===== src/rtl/sha256_nonce_scheduler.sv =====
// -----------------------------------------------------------------------------
// sha256_nonce_scheduler
//
// Purpose:
//   Walks a nonce range for a Bitcoin-style double SHA256 and drives an
//   external single-block SHA256 compression core. For every nonce, it runs
//   two compressions:
//     1. The header tail block, chained from the job midstate.
//     2. The padded 32-byte first digest, chained from the SHA256 IV.
//   It then compares the byte-reversed second digest against the job target.
//   Winning nonces are presented on a held found_valid/found_ack handshake.
//
// Ports:
//   clock, reset_n           - rising-edge clock, asynchronous active-low reset
//   job_valid / job_ready    - job offer; accepted when both are high
//   job_midstate/tail/target - job data, registered at accept
//   nonce_start / nonce_end  - inclusive nonce range, registered at accept
//   abort                    - cancel the running job (ignored in IDLE)
//   core_start               - one-cycle launch pulse to the SHA256 core
//   core_block/core_hash_in  - message block and chaining value to the core
//   core_done/core_hash_out  - one-cycle completion pulse with result
//   found_valid/found_nonce  - winning nonce, held until found_ack
//   found_ack                - consumer accepts found_nonce (FOUND only)
//   busy                     - scheduler is not IDLE
//   exhausted                - one-cycle pulse when the range is finished/empty
//   hashes_done              - nonces fully checked since job accept
//   dbg_state                - current FSM state encoding, for observation
//
// Handshakes:
//   A transfer happens on a rising edge where valid and ready are both high.
//   For the job port, ready is high only in IDLE. For the found port,
//   found_valid is held with a stable found_nonce until found_ack is sampled.
// -----------------------------------------------------------------------------
module sha256_nonce_scheduler #(
    parameter int COUNT_W = 32
) (
    input  logic               clock,
    input  logic               reset_n,
    input  logic               job_valid,
    output logic               job_ready,
    input  logic [255:0]       job_midstate,
    input  logic [95:0]        job_tail,
    input  logic [255:0]       job_target,
    input  logic [31:0]        nonce_start,
    input  logic [31:0]        nonce_end,
    input  logic               abort,
    output logic               core_start,
    output logic [511:0]       core_block,
    output logic [255:0]       core_hash_in,
    input  logic               core_done,
    input  logic [255:0]       core_hash_out,
    output logic               found_valid,
    output logic [31:0]        found_nonce,
    input  logic               found_ack,
    output logic               busy,
    output logic               exhausted,
    output logic [COUNT_W-1:0] hashes_done,
    output logic [2:0]         dbg_state
);

    localparam logic [255:0] SHA256_IV =
        256'h6a09e667bb67ae853c6ef372a54ff53a510e527f9b05688c1f83d9ab5be0cd19;

    typedef enum logic [2:0] {
        S_IDLE  = 3'd0,
        S_H1    = 3'd1,
        S_W1    = 3'd2,
        S_H2    = 3'd3,
        S_W2    = 3'd4,
        S_CHECK = 3'd5,
        S_FOUND = 3'd6,
        S_DRAIN = 3'd7
    } state_e;

    state_e             state_q, state_d;
    logic [255:0]       midstate_q, midstate_d;
    logic [95:0]        tail_q, tail_d;
    logic [255:0]       target_q, target_d;
    logic [31:0]        nonce_q, nonce_d;
    logic [31:0]        end_q, end_d;
    logic [255:0]       digest1_q, digest1_d;
    logic [255:0]       digest2_q, digest2_d;
    logic [COUNT_W-1:0] hashes_q, hashes_d;
    logic [31:0]        found_nonce_q, found_nonce_d;
    logic               exhausted_q, exhausted_d;

    logic [255:0]       digest_rev;
    logic               hit;
    logic               last_nonce;
    logic [511:0]       block1;
    logic [511:0]       block2;

    // The first block carries the 12-byte header tail, the nonce, and padding.
    // Its length field is 640 bits, the full 80-byte header.
    assign block1 = {tail_q, nonce_q, 1'b1, 319'b0, 64'd640};
    // The second block hashes the 32-byte first digest with padding.
    assign block2 = {digest1_q, 1'b1, 191'b0, 64'd256};

    // The target is compared against the digest read as a little-endian number:
    // the last digest byte becomes the most significant byte.
    always_comb begin
        digest_rev = '0;
        for (int i = 0; i < 32; i++) begin
            digest_rev[8*i +: 8] = digest2_q[8*(31-i) +: 8];
        end
    end

    assign hit        = (digest_rev <= target_q);
    // The range ends by equality with nonce_end, so an end of FFFFFFFF never wraps.
    assign last_nonce = (nonce_q == end_q);

    // Next-state logic
    always_comb begin
        state_d       = state_q;
        midstate_d    = midstate_q;
        tail_d        = tail_q;
        target_d      = target_q;
        nonce_d       = nonce_q;
        end_d         = end_q;
        digest1_d     = digest1_q;
        digest2_d     = digest2_q;
        hashes_d      = hashes_q;
        found_nonce_d = found_nonce_q;
        exhausted_d   = 1'b0;

        case (state_q)
            S_IDLE: begin
                if (job_valid) begin
                    midstate_d = job_midstate;
                    tail_d     = job_tail;
                    target_d   = job_target;
                    nonce_d    = nonce_start;
                    end_d      = nonce_end;
                    hashes_d   = '0;
                    if (nonce_start > nonce_end) begin
                        exhausted_d = 1'b1;
                    end else begin
                        state_d = S_H1;
                    end
                end
            end
            S_H1: begin
                state_d = abort ? S_IDLE : S_W1;
            end
            S_W1: begin
                // A completion arriving together with the abort means that
                // nothing is left outstanding, so DRAIN can be skipped.
                if (abort) begin
                    state_d = core_done ? S_IDLE : S_DRAIN;
                end else if (core_done) begin
                    digest1_d = core_hash_out;
                    state_d   = S_H2;
                end
            end
            S_H2: begin
                state_d = abort ? S_IDLE : S_W2;
            end
            S_W2: begin
                if (abort) begin
                    state_d = core_done ? S_IDLE : S_DRAIN;
                end else if (core_done) begin
                    digest2_d = core_hash_out;
                    state_d   = S_CHECK;
                end
            end
            S_CHECK: begin
                if (abort) begin
                    state_d = S_IDLE;
                end else begin
                    hashes_d = hashes_q + COUNT_W'(1);
                    if (hit) begin
                        found_nonce_d = nonce_q;
                        state_d       = S_FOUND;
                    end else if (last_nonce) begin
                        exhausted_d = 1'b1;
                        state_d     = S_IDLE;
                    end else begin
                        nonce_d = nonce_q + 32'd1;
                        state_d = S_H1;
                    end
                end
            end
            S_FOUND: begin
                if (abort) begin
                    state_d = S_IDLE;
                end else if (found_ack) begin
                    if (last_nonce) begin
                        exhausted_d = 1'b1;
                        state_d     = S_IDLE;
                    end else begin
                        nonce_d = nonce_q + 32'd1;
                        state_d = S_H1;
                    end
                end
            end
            S_DRAIN: begin
                if (core_done) begin
                    state_d = S_IDLE;
                end
            end
            default: state_d = S_IDLE;
        endcase
    end

    // State registers
    always_ff @(posedge clock or negedge reset_n) begin
        if (!reset_n) begin
            state_q       <= S_IDLE;
            midstate_q    <= '0;
            tail_q        <= '0;
            target_q      <= '0;
            nonce_q       <= '0;
            end_q         <= '0;
            digest1_q     <= '0;
            digest2_q     <= '0;
            hashes_q      <= '0;
            found_nonce_q <= '0;
            exhausted_q   <= 1'b0;
        end else begin
            state_q       <= state_d;
            midstate_q    <= midstate_d;
            tail_q        <= tail_d;
            target_q      <= target_d;
            nonce_q       <= nonce_d;
            end_q         <= end_d;
            digest1_q     <= digest1_d;
            digest2_q     <= digest2_d;
            hashes_q      <= hashes_d;
            found_nonce_q <= found_nonce_d;
            exhausted_q   <= exhausted_d;
        end
    end

    // Core-facing outputs
    // core_start is gated by abort so that an aborted launch never leaves an
    // untracked compression running in the core.
    always_comb begin
        core_start   = 1'b0;
        core_block   = '0;
        core_hash_in = '0;
        case (state_q)
            S_H1: begin
                core_start   = !abort;
                core_block   = block1;
                core_hash_in = midstate_q;
            end
            S_W1: begin
                core_block   = block1;
                core_hash_in = midstate_q;
            end
            S_H2: begin
                core_start   = !abort;
                core_block   = block2;
                core_hash_in = SHA256_IV;
            end
            S_W2: begin
                core_block   = block2;
                core_hash_in = SHA256_IV;
            end
            default: begin
                core_start   = 1'b0;
            end
        endcase
    end

    assign job_ready   = (state_q == S_IDLE);
    assign busy        = (state_q != S_IDLE);
    assign found_valid = (state_q == S_FOUND);
    assign found_nonce = found_nonce_q;
    assign exhausted   = exhausted_q;
    assign hashes_done = hashes_q;
    assign dbg_state   = state_q;

endmodule


===== config.mk =====
export PLATFORM = sky130hd
export DESIGN_NAME = sha256_nonce_scheduler
export DESIGN_NICKNAME = d
export VERILOG_FILES = /design/src/rtl/sha256_nonce_scheduler.sv
export SDC_FILE = /design/constraint.sdc
export NUM_CORES = 2
export LEC_CHECK = 0
export BUFFER_PORTS_ARGS = -buffer_cell sky130_fd_sc_hd__buf_4
export CELL_PAD_IN_SITES_DETAIL_PLACEMENT = 2
export CELL_PAD_IN_SITES_GLOBAL_PLACEMENT = 2
export CORE_AREA = 2 2 684 686
export CTS_BUF_LIST = sky130_fd_sc_hd__clkbuf_2 sky130_fd_sc_hd__clkbuf_4 sky130_fd_sc_hd__clkbuf_8
export CTS_CLUSTER_SIZE = 24
export DETAILED_ROUTE_END_ITERATION = 7
export DIE_AREA = 0 0 686 688
export GPL_TIMING_DRIVEN = 0
export PLACE_DENSITY = 0.46
export SKIP_CTS_REPAIR_TIMING = 1
export SYNTH_ARGS = -nofsm -noshare
export SYNTH_HDL_FRONTEND = slang
export SYNTH_SLANG_ARGS = --single-unit
export TNS_END_PERCENT = 30

===== constraint.sdc =====
create_clock -name clock -period 3.1 [get_ports clock]
set_input_delay 0.93 -clock clock [delete_from_list [all_inputs] [get_ports clock]]
set_output_delay 0.93 -clock clock [all_outputs]
set_load 0.05 [all_outputs]

==> summary.md <==
| Metric | Value |
|---|---|
| Max Freq | approximately 220 MHz |
| Vias in the first global route | 60.06k |
| Startpoint Class | register |
| CP Buf/Inv Count | 4 |
| Initial Utilization | between 10% and 20% |
| IO Port Bufs | about 1.5k |
| Leading post-synthesis cells by cell area | dfrtp_1 52%, mux2_2 9.8%, nand2_1 9.0%, ha_1 6.0%, buf_4 3.2% |
| Post-synthesis compound-gate area fraction | under 10% |
| Post-synth EDFFs | 0 |
| Initial antenna violation count | between 200 and 250 |
| Gate power share | 56.9% |
| Syn Inst Count | between 5k and 6k |
| Leading cell type in the layout, fill and taps excluded | buf_4 |
| CP max stage delay | between 700 and 800 ps |
| Drt initial violations | 2703 |
| Switch Pwr | 58.47 mW |
| Final non-filler cell total | between 10k and 15k |
| Via Count | ~56k |
| Critical Path Fanout Max | 10 |
| Slew Limit Headroom | about 4.9% |
| Slowest CP cell | or4_4 |
| Post-synthesis mux area share | between 10 and 15% |
| GR Overflow Total | 0 |
| Max-cap violations | 0 |
| Routed wire per std cell | slightly above 30 µm |
| Overall global routing resource usage | 18.16% |
| Nets@finish | about 9.5k |
| Minimum clock period | 4598 ps |
| Max Transition Viols Final | 0 |
| Worst Setup Slack, final | -1498 ps |
| Die X | about 700 µm |
| DP Wirelength | about 370000 µm |
| Clk_skew | approximately 75 ps |
| Mean post-synth cell area | 10.13 µm² |
| Number of remaining DRC errors | 0 |
| Status | finished with violations |
| Reg power frac | 25.2% |
| Layout cells sized above 1 | about two fifths |
| Syn. warnings | 0 |
| First-pass GRT wire length | approximately 580000 µm |
| Clock transition at the registers of the reported paths | approximately 60 ps |
| Worst setup EP type | register |
| Unrepaired setup endpoints after global routing | yes |
| Post-route ant nets | 0 |
| Commonest cells after routing, fill and taps aside | 1723 x buf_4, 1458 x nand2_1, 1249 x dfrtp_1 |
| Final setup violation count | around 1.2k |
| Post-Synth Adder-Cell Area | between 5 and 6% |
| Ys async rst share | 100.0% |
| Rows | ~250 |
| Dpl cells | roughly 14k |
| Root buffer cell | clkbuf_8 |
| CTS Buf Count | 289 |
| Internal cell power | approximately 58 mW |
| Final instance area | 91940 µm² |
| Yosys cell types | 70 |
| Die footprint | 472000 µm² |
| Sw frac | 50.23% |
| Worst-path cell chain | inv_1, ha_1, nand4_1, nand4bb_1, nor4_4, nand4_1, or4_4, nor3_4, clkbuf_16, o21ai_2, buf_12, buf_8, mux2_4 |
| Violated checks | setup timing |
| Post-synthesis sequential area ratio | between 50% and 60% |
| Vias per cell | between 3 and 4 |
| Largest net degree at the start of global routing | 159 |
| Longest Clk Path Bufs | 4 |
| Critical Path RT | roughly 4000 ps |
| DRT Pass-1 Iters | 5 |
| Hold Path Class | input port to async pin |
| Slew @ Worst Pin | roughly 1400 ps |
| Area share of the largest cell type after synthesis | between 50% and 60% |
| Peak VDD IR | ~0.00079 V |
| P&R area growth vs syn | 51.40% |
| Largest family of logic cells by synthesized area | simple AND/OR/NAND/NOR gates |
| Fillers | ~53k |
| Placed instance area | a little over 80000 µm² |
| Top delay family on crit path | simple AND/OR/NAND/NOR gates |
| PwrDens | 1266 nW/µm² |
| Period utilization | 148.3% |
| Worst EP arrival | ~5500 ps |
| Core area | between 400000 and 500000 µm² |
| Die Y | 688 µm |
| Primary FF master, synth | dfrtp_1 |
| GP Congestion | slightly below 0.9 |
| Synth area leader | dfrtp_1 |
| CP Class | register to register |
| #FFs+latches synth | 1252 |
| Clk pwr share | 18.0% |
| Final Routed Wirelength | approximately 450000 µm |
| Hold Vio Cnt, Final | 0 |
| Simple-gate share of the synthesized area | between 10 and 15% |
| Clk Latency, worst-skew pair | 1050 ps |
| H-tree levels | 5 |
| Clk sinks | roughly 1.3k |
| CTS tree | done |
| Mapped Area | just over 60000 µm² |
| Io pins | ~1.8k |
| XOR/XNOR Fraction of Synth Area | 0.8510% |
| Static Leak | 45.43 nW |
| CP dominant cell by count | nand4_1 |
## layer usage
metal  GRT usage (%)  up-vias  part of all wire [%]
met1           23.18    28710                    43
met3           4.692      642                   6.5
met5               0        -                  0.14
met2           30.53     1795                    48
li1                -    24250                     -
met4           4.178      102                   2.4
## cell families after synthesis
family,after synthesis
buffers and inverters,887
adders and majority gates,291
DFF,1252
xor gates and xnor gates,59
muxes,545
AOI/OAI and AO/OA,905
other,1
and+or+nand+nor,2053
## power groups by stage
stage / Combinational [mW] / Sequential, mW / Clock (mW)
floorplan: 36.3 / 27.4 / 0
CTS: 62.5 / 29.3 / 21.9
finish: 66.2 / 29.3 / 20.9
global route: 70.7 / 30.2 / 22.5
global placement: 60.8 / 29.2 / 0
detailed placement: 62.2 / 29.5 / 0
## metrics by stage
step                      util [%]  hold WS, ps  power [mW]  worst slack [ps]  setup TNS, ps
after global routing         19.74       -16.72       123.4             -1657       -1109580
final                        19.77        42.29       116.4             -1498        -831130
after detailed placement     17.59        454.7       91.62             -3035       -2541270
after global placement       17.46        450.4       90.01            -18190              -
after floorplan                  -        437.3       63.61            -245.7         -40440
after CTS                    18.89       -479.6       113.6             -4292       -2197260
## cell usage after synthesis, types with 4 or more instances
library cell	count
a21oi_1	145
buf_1	11
a22o_1	129
o22ai_1	5
o31ai_1	5
a31oi_1	20
nor2b_1	9
buf_4	255
o2bb2ai_1	10
mux2_2	531
buf_6	5
and4_1	12
and3_1	15
nand3b_1	4
mux2_4	11
nand3_1	76
o211ai_1	7
nor3_1	23
clkbuf_1	309
buf_2	4
or3_1	7
nor2_1	67
ha_1	290
a221oi_1	8
and2_1	260
xnor2_1	9
a211o_1	4
a21o_1	172
nand2_1	1461
xor2_1	50
dfrtp_1	1252
o21ai_0	358
nor4_1	23
a221o_1	6
nand4_1	79
a211oi_1	8
inv_1	302
## state kept, by name, summed over array words and instances (netlist names), 96 cells and up
signal / count
digest1_q: 256
tail_q: 96
digest2_q: 256
target_q: 256
midstate_q: 256
## layout make-up
type	instances	area [µm²]	share of cell area, %
Antenna cell	90	225.2	0.2450
Buffer	584	3990	4.340
Clock buffer	447	5608	6.100
Clock inverter	46	422.9	0.4600
Inverter	303	1137	1.237
Multi-Input combinational cell	4105	26970	29.33
Sequential cell	1252	31330	34.08
Tap cell	6198	7755	8.435
Timing Repair Buffer	1718	14500	15.77
## path summary, 6_finish.rpt
check | slack, ps | from | depth (start not counted) | endpoint
worst max-delay path | -1500 | target_q[230] | 13 | found_nonce[30]
worst min-delay path | 40 | reset_n | 2 | digest2_q[99]
worst max register to register | -1500 | target_q[230] | 13 | found_nonce[30]
worst min register to register | 470 | midstate_q[104] | 2 | midstate_q[104]
max in group asynchronous | 80 | reset_n | 5 | midstate_q[95]
min in group clock | 110 | job_midstate[183] | 3 | midstate_q[183]
Power figures use the tool's default switching activity.
